===== src/rtl/uart_pkg.sv =====
// Shared UART types: framer state encoding and baud divisor helper.
package uart_pkg;

  typedef enum logic [1:0] {
    IDLE  = 2'd0,
    START = 2'd1,
    DATA  = 2'd2,
    STOP  = 2'd3
  } tx_state_t;

  // Round-to-nearest clocks per line bit.
  function automatic int unsigned calc_div(input int unsigned clk_hz, input int unsigned baud);
    return (clk_hz + baud / 2) / baud;
  endfunction

endpackage


===== src/rtl/uart_tx_fifo_byte_fifo.sv =====
// Synchronous byte FIFO; a push while full is dropped even if a pop happens the same cycle.
module byte_fifo #(
  parameter int unsigned DEPTH = 8,
  parameter int unsigned W     = 8,
  localparam int unsigned AW   = $clog2(DEPTH)
) (
  input  logic          clk,
  input  logic          rst_n,
  input  logic          push,
  input  logic          pop,
  input  logic [W-1:0]  din,
  output logic [W-1:0]  dout,
  output logic          full,
  output logic          empty,
  output logic [AW:0]   count
);

  logic [W-1:0]  mem [DEPTH];
  logic [AW-1:0] wr_ptr, rd_ptr;
  logic          push_ok, pop_ok;

  assign full    = (count == (AW+1)'(DEPTH));
  assign empty   = (count == '0);
  assign push_ok = push && !full;
  assign pop_ok  = pop && !empty;
  assign dout    = mem[rd_ptr];

  // DEPTH is a power of two, so pointer wrap is natural overflow.
  always_ff @(posedge clk) begin
    if (!rst_n) begin
      wr_ptr <= '0;
      rd_ptr <= '0;
      count  <= '0;
    end else begin
      if (push_ok) wr_ptr <= wr_ptr + 1'b1;
      if (pop_ok)  rd_ptr <= rd_ptr + 1'b1;
      case ({push_ok, pop_ok})
        2'b10:   count <= count + 1'b1;
        2'b01:   count <= count - 1'b1;
        default: count <= count;
      endcase
    end
  end

  always_ff @(posedge clk) begin
    if (push_ok) mem[wr_ptr] <= din;
  end

endmodule


===== src/rtl/uart_tx_fifo.sv =====
// 8N1 UART transmitter fed by a byte FIFO; back-to-back frames when data is queued.
module uart_tx_fifo
  import uart_pkg::*;
#(
  parameter int unsigned CLK_HZ = 50_000_000,
  parameter int unsigned BAUD   = 115_200,
  parameter int unsigned DEPTH  = 8
) (
  input  logic       clk,
  input  logic       rst_n,
  input  logic [7:0] tx_data,
  input  logic       ld_tx_data,
  input  logic       tx_enable,
  output logic       tx_empty,
  output logic       tx_full,
  output logic       tx_busy,
  output logic       overflow,
  output logic       tx_out
);

  localparam int unsigned DIV = calc_div(CLK_HZ, BAUD);
  localparam int unsigned BW  = (DIV > 1) ? $clog2(DIV) : 1;
  localparam int unsigned AW  = $clog2(DEPTH);

  tx_state_t     state, state_nxt;
  logic [BW-1:0] baud_cnt;
  logic [2:0]    bit_cnt;
  logic [7:0]    tx_byte;
  logic [7:0]    fifo_dout;
  logic          fifo_full, fifo_empty;
  logic [AW:0]   fifo_count, count_nxt;
  logic          pop, push_ok, baud_done, can_start;
  logic          tx_out_nxt;

  byte_fifo #(.DEPTH(DEPTH), .W(8)) u_fifo (
    .clk   (clk),
    .rst_n (rst_n),
    .push  (ld_tx_data),
    .pop   (pop),
    .din   (tx_data),
    .dout  (fifo_dout),
    .full  (fifo_full),
    .empty (fifo_empty),
    .count (fifo_count)
  );

  assign baud_done = (baud_cnt == BW'(DIV - 1));
  assign push_ok   = ld_tx_data && !fifo_full;
  assign can_start = !fifo_empty && tx_enable;

  always_ff @(posedge clk) begin
    if (!rst_n) begin
      state    <= IDLE;
      baud_cnt <= '0;
      bit_cnt  <= '0;
      tx_byte  <= '0;
      tx_out   <= 1'b1;
      tx_busy  <= 1'b0;
      tx_full  <= 1'b0;
      tx_empty <= 1'b1;
      overflow <= 1'b0;
    end else begin
      state    <= state_nxt;
      tx_out   <= tx_out_nxt;
      tx_busy  <= (state_nxt != IDLE);
      tx_full  <= (count_nxt == (AW+1)'(DEPTH));
      tx_empty <= (count_nxt == '0) && (state_nxt == IDLE);
      baud_cnt <= (state == IDLE || baud_done) ? '0 : baud_cnt + 1'b1;
      if (state == START)                 bit_cnt <= '0;
      else if (state == DATA && baud_done) bit_cnt <= bit_cnt + 1'b1;
      if (pop)                        tx_byte  <= fifo_dout;
      if (ld_tx_data && fifo_full)    overflow <= 1'b1;
    end
  end

  always_comb begin
    state_nxt = state;
    pop       = 1'b0;
    case (state)
      IDLE:  if (can_start) begin state_nxt = START; pop = 1'b1; end
      START: if (baud_done) state_nxt = DATA;
      DATA:  if (baud_done && bit_cnt == 3'd7) state_nxt = STOP;
      STOP:  if (baud_done) begin
               if (can_start) begin state_nxt = START; pop = 1'b1; end
               else           state_nxt = IDLE;
             end
      default: state_nxt = IDLE;
    endcase
  end

  // Line value for the cycle after this edge; bit_cnt indexes tx_byte directly, no shifting.
  always_comb begin
    tx_out_nxt = tx_out;
    count_nxt  = fifo_count;
    case ({push_ok, pop})
      2'b10:   count_nxt = fifo_count + 1'b1;
      2'b01:   count_nxt = fifo_count - 1'b1;
      default: count_nxt = fifo_count;
    endcase
    if (pop) tx_out_nxt = 1'b0;
    else begin
      case (state)
        IDLE:  tx_out_nxt = 1'b1;
        START: if (baud_done) tx_out_nxt = tx_byte[0];
        DATA:  if (baud_done) tx_out_nxt = (bit_cnt == 3'd7) ? 1'b1 : tx_byte[bit_cnt + 3'd1];
        STOP:  if (baud_done) tx_out_nxt = 1'b1;
        default: tx_out_nxt = 1'b1;
      endcase
    end
  end

endmodule


===== config.mk =====
export PLATFORM = sky130hd
export DESIGN_NAME = uart_tx_fifo
export DESIGN_NICKNAME = d
export VERILOG_FILES = /design/src/rtl/uart_pkg.sv /design/src/rtl/uart_tx_fifo_byte_fifo.sv /design/src/rtl/uart_tx_fifo.sv
export SDC_FILE = /design/constraint.sdc
export NUM_CORES = 1
export LEC_CHECK = 0
export BUFFER_PORTS_ARGS = -buffer_cell sky130_fd_sc_hd__clkbuf_2
export CAP_MARGIN = 5
export CORE_MARGIN = 2
export CORE_UTILIZATION = 45
export CTS_CLUSTER_SIZE = 20
export DETAILED_ROUTE_END_ITERATION = 10
export MAX_ROUTING_LAYER = met4
export SYNTH_ARGS = -nofsm -noshare
export SYNTH_HDL_FRONTEND = slang
export SYNTH_HIERARCHICAL = 1
export SYNTH_SLANG_ARGS = --single-unit
export TNS_END_PERCENT = 30

===== constraint.sdc =====
create_clock -name clk -period 7.7 [get_ports clk]
set_input_delay 0 -clock clk [delete_from_list [all_inputs] [get_ports clk]]
set_output_delay 0 -clock clk [all_outputs]
set_load 0.05 [all_outputs]

==> results of run 1 <==
[synthesized netlist by cell type, drive strengths merged (6+ instances only)]
| library cell | count |
|---|---|
| edfxtp | 64 |
| dfxtp | 40 |
| nor2 | 24 |
| mux4 | 18 |
| ha | 16 |
| nand2 | 15 |
| nor2b | 15 |
| a21oi | 11 |
| mux2i | 11 |
| xor2 | 9 |
| inv | 8 |
| mux2 | 8 |
| nand3 | 8 |
| nor3 | 8 |
| xnor2 | 8 |
| and2 | 7 |
| buf | 6 |
[path summary, 6_finish.rpt]
kind                                   endpoint  cells past startpoint
worst min register to register      baud_cnt[0]                      1
worst min-delay path                   tx_empty                      2
worst max register to register  u_fifo/count[2]                     13
worst max-delay path            u_fifo/count[2]                     13
[final cells by class]
class | count | area [sq um] | area share, %
well taps | 136 | 170.2 | 3.326
clock inverters | 6 | 56.30 | 1.101
clock buffers | 10 | 127.6 | 2.494
multi-input cells | 206 | 1839 | 35.95
repair buffers | 25 | 170.2 | 3.326
inverters | 8 | 30.03 | 0.5869
flip-flops and latches | 104 | 2723 | 53.22
[power by group]
group | leakage (nW) | internal (mW) | switching (mW) | total (mW)
combinational | 0.828 | 0.180 | 0.204 | 0.384
sequential | 0.906 | 0.641 | 0.0583 | 0.699
clock | 0.0913 | 0.125 | 0.193 | 0.318
total | 1.83 | 0.946 | 0.455 | 1.40
[critical path, stage by stage, from the launching register on]
cell      delay (ns)
dfxtp_1         0.43
inv_1           0.11
ha_1            0.33
nor3b_2         0.27
and2b_1         0.49
nand2b_1        0.14
inv_1           0.17
ha_1            0.27
xor2_1          0.17
ha_1            0.16
a21oi_1         0.05
xor2_1          0.17
or3_1           0.30
a21boi_0        0.16
[kinds of logic after synthesis]
logic type,Yosys count,share of synthesized area (%)
and+or+nand+nor,103,12.58
DFF,104,58.51
adders and majority gates,16,4.302
buffers and inverters,18,2.178
AOI/OAI and AO/OA,33,5.001
xor gates and xnor gates,17,3.200
muxes,37,14.22
[cells in the final DEF, fill, tap and decap left out, types with 6 or more instances in the layout]
| master | instances |
|---|---|
| ha_1 | 16 |
| xnor2_1 | 8 |
| nand2_1 | 15 |
| mux2i_1 | 11 |
| mux4_1 | 15 |
| dlygate4sd3_1 | 9 |
| clkbuf_8 | 9 |
| nand3_1 | 8 |
| mux2_2 | 8 |
| nor3_1 | 6 |
| a21oi_1 | 11 |
| nor2_1 | 24 |
| dfxtp_1 | 40 |
| xor2_1 | 9 |
| inv_1 | 8 |
| edfxtp_1 | 64 |
| and2_1 | 6 |
| clkbuf_2 | 16 |
| nor2b_1 | 15 |
[repair_timing]
item                                   in CTS  in global routing
endpoints found under the hold margin      66                  0
hold buffers                                9                  0
gates resized for setup                     0                  0
setup buffers                               0                  0
[flip-flops by register name, indices dropped and copies added, names as in the netlist, named ones only]
register,count
u_fifo/count,4
overflow,1
u_fifo/wr_ptr,3
tx_empty,1
u_fifo/rd_ptr,3
bit_cnt,3
state,2
baud_cnt,9
tx_byte,8
u_fifo/mem,64
tx_busy,1
tx_full,1
tx_out,1
[per-layer routing]
| metal | vias to the layer above | track usage, % | routed length [um] | part of all wire [%] |
|---|---|---|---|---|
| met5 | - | - | 0 | 0 |
| met4 | 0 | 6.015 | 139 | 1.7 |
| met3 | 11 | 3.896 | 261 | 3.1 |
| met2 | 33 | 27.37 | 4060 | 49 |
| met1 | 1267 | 20.32 | 3899 | 47 |
| li1 | 1280 | - | - | - |
==> impl_metrics.csv, run 1 <==
group,metric,value,unit
sta,fmax,305.2,MHz
global_routing,antenna_found_initial,0,
routing,vias,2591,
placement,dpl_cell_area,4842,sq um
sta,tns,0,ns
cells_and_area,antenna-diode-count,0,
setup_path,critPathCaptureType,"flop",
placement,hpwl,5354,um
clocking,clock_sinks,104,
sta,min_period_over_period,42.55,%
sta,rsz0062_at_grt,"false",
global_routing,grtUsageTotal,16.70,%
yosys,synth_ff_type,"edfxtp_1",
routing,drt-total-wl,8361,um
placement,portBuffers,16,
floorplan,die-area,11170,sq um
clocking,cts.clk_slew.worst_paths,0.10,ns
yosys,synth_nets,356,
power,leakage,1.825,nW
yosys,async_reset_ff_share,0,%
clocking,numCtsBuffers,9,
worst_hold_path,hp-class,"primary input to flop",
routing,post-route-drc-count,0,
cells_and_area,n_fill_cell,900,
power,cellPowerDensity,273.8,nW/um^2
setup_path,rrSetupSlack,4.42,ns
routing,firstDrtPassIters,4,
yosys,yosysWarnings,6,
setup_path,startpoint,"state[0]",
placement,place_ws,4.418,ns
floorplan,core,10180,sq um
yosys,synth_cell_type_count,54,
clocking,clk_latency,0.37,ns
global_routing,grt_pass1_wl,13540,um
sta,tightestPinTransition,1.053,ns
sta,whs,0.1517,ns
routing,final_antenna_net_count,0,
routing,wire_per_inst,16.89,um
global_routing,grt-ovfl-total,0,
sta,drv_slew,0,
yosys,synth_edf_count,64,
cells_and_area,finalInstanceArea,5116,sq um
setup_path,path_class,"flop to flop",
worst_hold_path,hp-start,"rst_n",
power,ir_drop,130.8,uV
cells_and_area,final_nets,382,
yosys,synth_area_leaders,"edfxtp_1, dfxtp_1, mux4_1",
sta,final-hold-violation-count,0,
status,status,"finished, final reports clean",
sta,setup_viol_count_final,0,
floorplan,io_pins,17,
yosys,postSynthCellCount,328,
cells_and_area,syn_to_final_growth,9.949,%
setup_path,crit_fanout,10,
sta,max_slew_margin,29.55,%
setup_path,r2r_start,"state[0]",
floorplan,rows,37,
setup_path,cp.arrival,3.58,ns
routing,avgViaCountPerCell,5.234,
setup_path,crit_required,8.00,ns
yosys,synth_top_area_share,41.30,%
routing,detail_route.iter0.violations,159,
global_routing,first_global_vias,2551,
flow_run,maxCapViolCount,0,
yosys,synth.avg_cell_area,14.19,sq um
sta,skew,0.01084,ns
global_routing,grt_max_degree,29,
clocking,clockRootBuffer,"clkbuf_8",
cells_and_area,instances_no_fill,495,
placement,gp_routability_congestion,0.7790,
cells_and_area,final_core_util,50.23,%
power,finalPower,1.401,mW
yosys,synth_seq_cells,104,
clocking,htree_levels,3,
clocking,cts_tree,"built",
floorplan,initial_core_util,45.69,%
clocking,cts_buffer_depth,2,
floorplan,fp.dieW,105.7,um
cells_and_area,drive_gt1_share,15.32,%
yosys,yosysSeqAreaShare,58.51,%
placement,dp.cells,470,
sta,min_period,3.276,ns
yosys,yosys.area.top_type,"edfxtp_1",
sta,setup_slack,4.424,ns
floorplan,chipHeight,105.7,um
yosys,syn_area,4653,sq um
setup_path,startpoint_type,"flop",
Power figures use the tool's default switching activity.
==> inputs of run 2 (changes only) <==
Clock period 7.7 ns to 3 ns, I/O delays scaled along.
==> run 2 against run 1 <==
  * Utilization rose by 1.6 points
  * Final cell count up 3.2%
  * Worst setup slack worse by 4.2 ns
  * Critical path depth down 1
  * Via count rose by 3.0%
  * Die area unchanged
  * Register-to-register slack got worse by 4.2 ns
  * Critical path type unchanged
==> impl_metrics.csv, run 2 (same netlist as run 1, synthesis figures left out) <==
group,metric,value,unit
clocking,clock_sinks,104,
setup_path,cp.arrival,3.11,ns
placement,place_ws,0.1328,ns
power,leakage,1.922,nW
power,seqPwrFrac,45.6,%
setup_path,crit_family,"simple AND/OR/NAND/NOR gates",
setup_path,crit_required,3.29,ns
sta,setup_slack,0.1854,ns
cells_and_area,final_common_cell,"edfxtp_1",
cells_and_area,seq_area,2724,sq um
sta,tightestPinTransition,0.6989,ns
cells_and_area,drive_gt1_share,19.20,%
routing,post-route-drc-count,0,
worst_hold_path,hp-class,"primary input to flop",
clocking,cts.clk_slew.worst_paths,0.10,ns
power,p_int,2.596,mW
floorplan,fp.dieW,105.7,um
setup_path,worst-path-stages,12,
setup_path,crit_buf_inv,1,
global_routing,grt_pass1_wl,13230,um
sta,min_period_over_period,93.82,%
clocking,htree_levels,3,
floorplan,rows,37,
routing,drt-total-wl,8205,um
setup_path,path_class,"flop to flop",
placement,portBuffers,16,
cells_and_area,n_fill_cell,876,
global_routing,grt-ovfl-total,0,
power,cellPowerDensity,720.0,nW/um^2
cells_and_area,antenna-diode-count,0,
setup_path,critPathCaptureType,"flop",
routing,vias,2670,
cells_and_area,top_regs,"u_fifo/mem x64, baud_cnt x9, tx_byte x8",
cells_and_area,final_nets,398,
power,finalPower,3.798,mW
sta,skew,0.01207,ns
sta,fmax,355.3,MHz
floorplan,chipHeight,105.7,um
placement,dp.cells,486,
worst_hold_path,min_delay_path_depth,2,
flow_run,maxCapViolCount,0,
setup_path,startpoint_type,"flop",
sta,min_period,2.815,ns
sta,tns,0,ns
setup_path,cpMostUsedCell,"xor2_1",
setup_path,cpPeakStageDelay,0.58,ns
global_routing,grt_max_degree,29,
power,clock_power_share,24.4,%
sta,setup_viol_count_final,0,
sta,whs,0.1275,ns
floorplan,core,10180,sq um
power,power.switching,1.202,mW
clocking,cts_tree,"built",
cells_and_area,multi_input_area,1847,sq um
sta,drv_slew,0,
power,p_comb_share,30.0,%
clocking,clockRootBuffer,"clkbuf_8",
floorplan,initial_core_util,45.69,%
cells_and_area,final_cell_mix,"edfxtp_1, dfxtp_1, nor2_1",
global_routing,grtUsageTotal,16.18,%
cells_and_area,syn_to_final_growth,13.36,%
global_routing,first_global_vias,2580,
setup_path,slowest_stage,"or4b_4",
floorplan,io_pins,17,
power,ir_drop,323.2,uV
cells_and_area,instances_no_fill,511,
setup_path,path_cells,"or4b_4, inv_1, or2b_2, nand2_1, nor2_2, xor2_1, ha_1, a21oi_1, xor2_1, xnor2_1, o41a_1, o31ai_2",
routing,final_antenna_net_count,0,
clocking,cts_buffer_depth,2,
routing,avgViaCountPerCell,5.225,
placement,hpwl,5340,um
clocking,clk_latency,0.37,ns
sta,final-hold-violation-count,0,
clocking,numCtsBuffers,9,
routing,wire_per_inst,16.06,um
sta,max_slew_margin,53.34,%
power,p_sw_share,31.66,%
placement,gp_routability_congestion,0.7805,
cells_and_area,final_core_util,51.79,%
cells_and_area,finalInstanceArea,5275,sq um
routing,firstDrtPassIters,4,
status,status,"finished, final reports clean",
setup_path,r2r_cells,12,
setup_path,crit_fanout,8,
floorplan,die-area,11170,sq um
placement,dpl_cell_area,4952,sq um
cells_and_area,largest-register,"u_fifo/mem",
routing,detail_route.iter0.violations,120,
cells_and_area,largest_reg_flops,64,
global_routing,antenna_found_initial,0,
run 2: power by group through the flow:
stage	clock network (mW)	logic [mW]	registers, mW
3_5_place_dp	0	1.11	1.77
5_1_grt	1.02	1.26	1.75
2_1_floorplan	0	0.770	1.84
3_3_place_gp	0	1.10	1.76
6_report	0.925	1.14	1.73
4_1_cts	0.955	1.13	1.73
run 2: metal layers:
layer	share of wire [%]	vias to the layer above	global-route usage (%)	wire length, um
met1	49	1310	20.62	3985
met2	48	36	25.76	3937
li1	-	1316	-	-
met3	2.3	8	3.896	190
met5	0	-	-	0
met4	1.1	0	5.075	91
run 2: cell type report:
type	instances	share of cell area, %
Sequential cell	104	51.64
Multi-Input combinational cell	206	35.01
Timing Repair Buffer	41	5.503
Tap cell	136	3.226
Clock buffer	9	2.348
Clock inverter	7	1.708
Inverter	8	0.5693
run 2: final timing paths:
kind / startpoint / endpoint / slack [ns]
worst max-delay path: u_fifo/count[1] / tx_empty / 0.19
worst min register to register: bit_cnt[2] / bit_cnt[2] / 0.47
worst max register to register: u_fifo/count[1] / tx_empty / 0.19
worst min-delay path: rst_n / tx_empty / 0.13
run 2: repair_timing:
action / 4_1_cts / 5_1_grt
setup endpoints to repair: 0 / 3
gates resized for setup: 0 / 4
hold buffers: 9 / 0
buffers inserted: 0 / 0
hold endpoints to repair: 66 / 0
run 2: worst register-to-register path: stages (launching register included):
cell	delay [ns]
dfxtp_1	0.39
or4b_4	0.58
inv_1	0.09
or2b_2	0.14
nand2_1	0.10
nor2_2	0.16
xor2_1	0.09
ha_1	0.19
a21oi_1	0.14
xor2_1	0.20
xnor2_1	0.08
o41a_1	0.35
o31ai_2	0.23
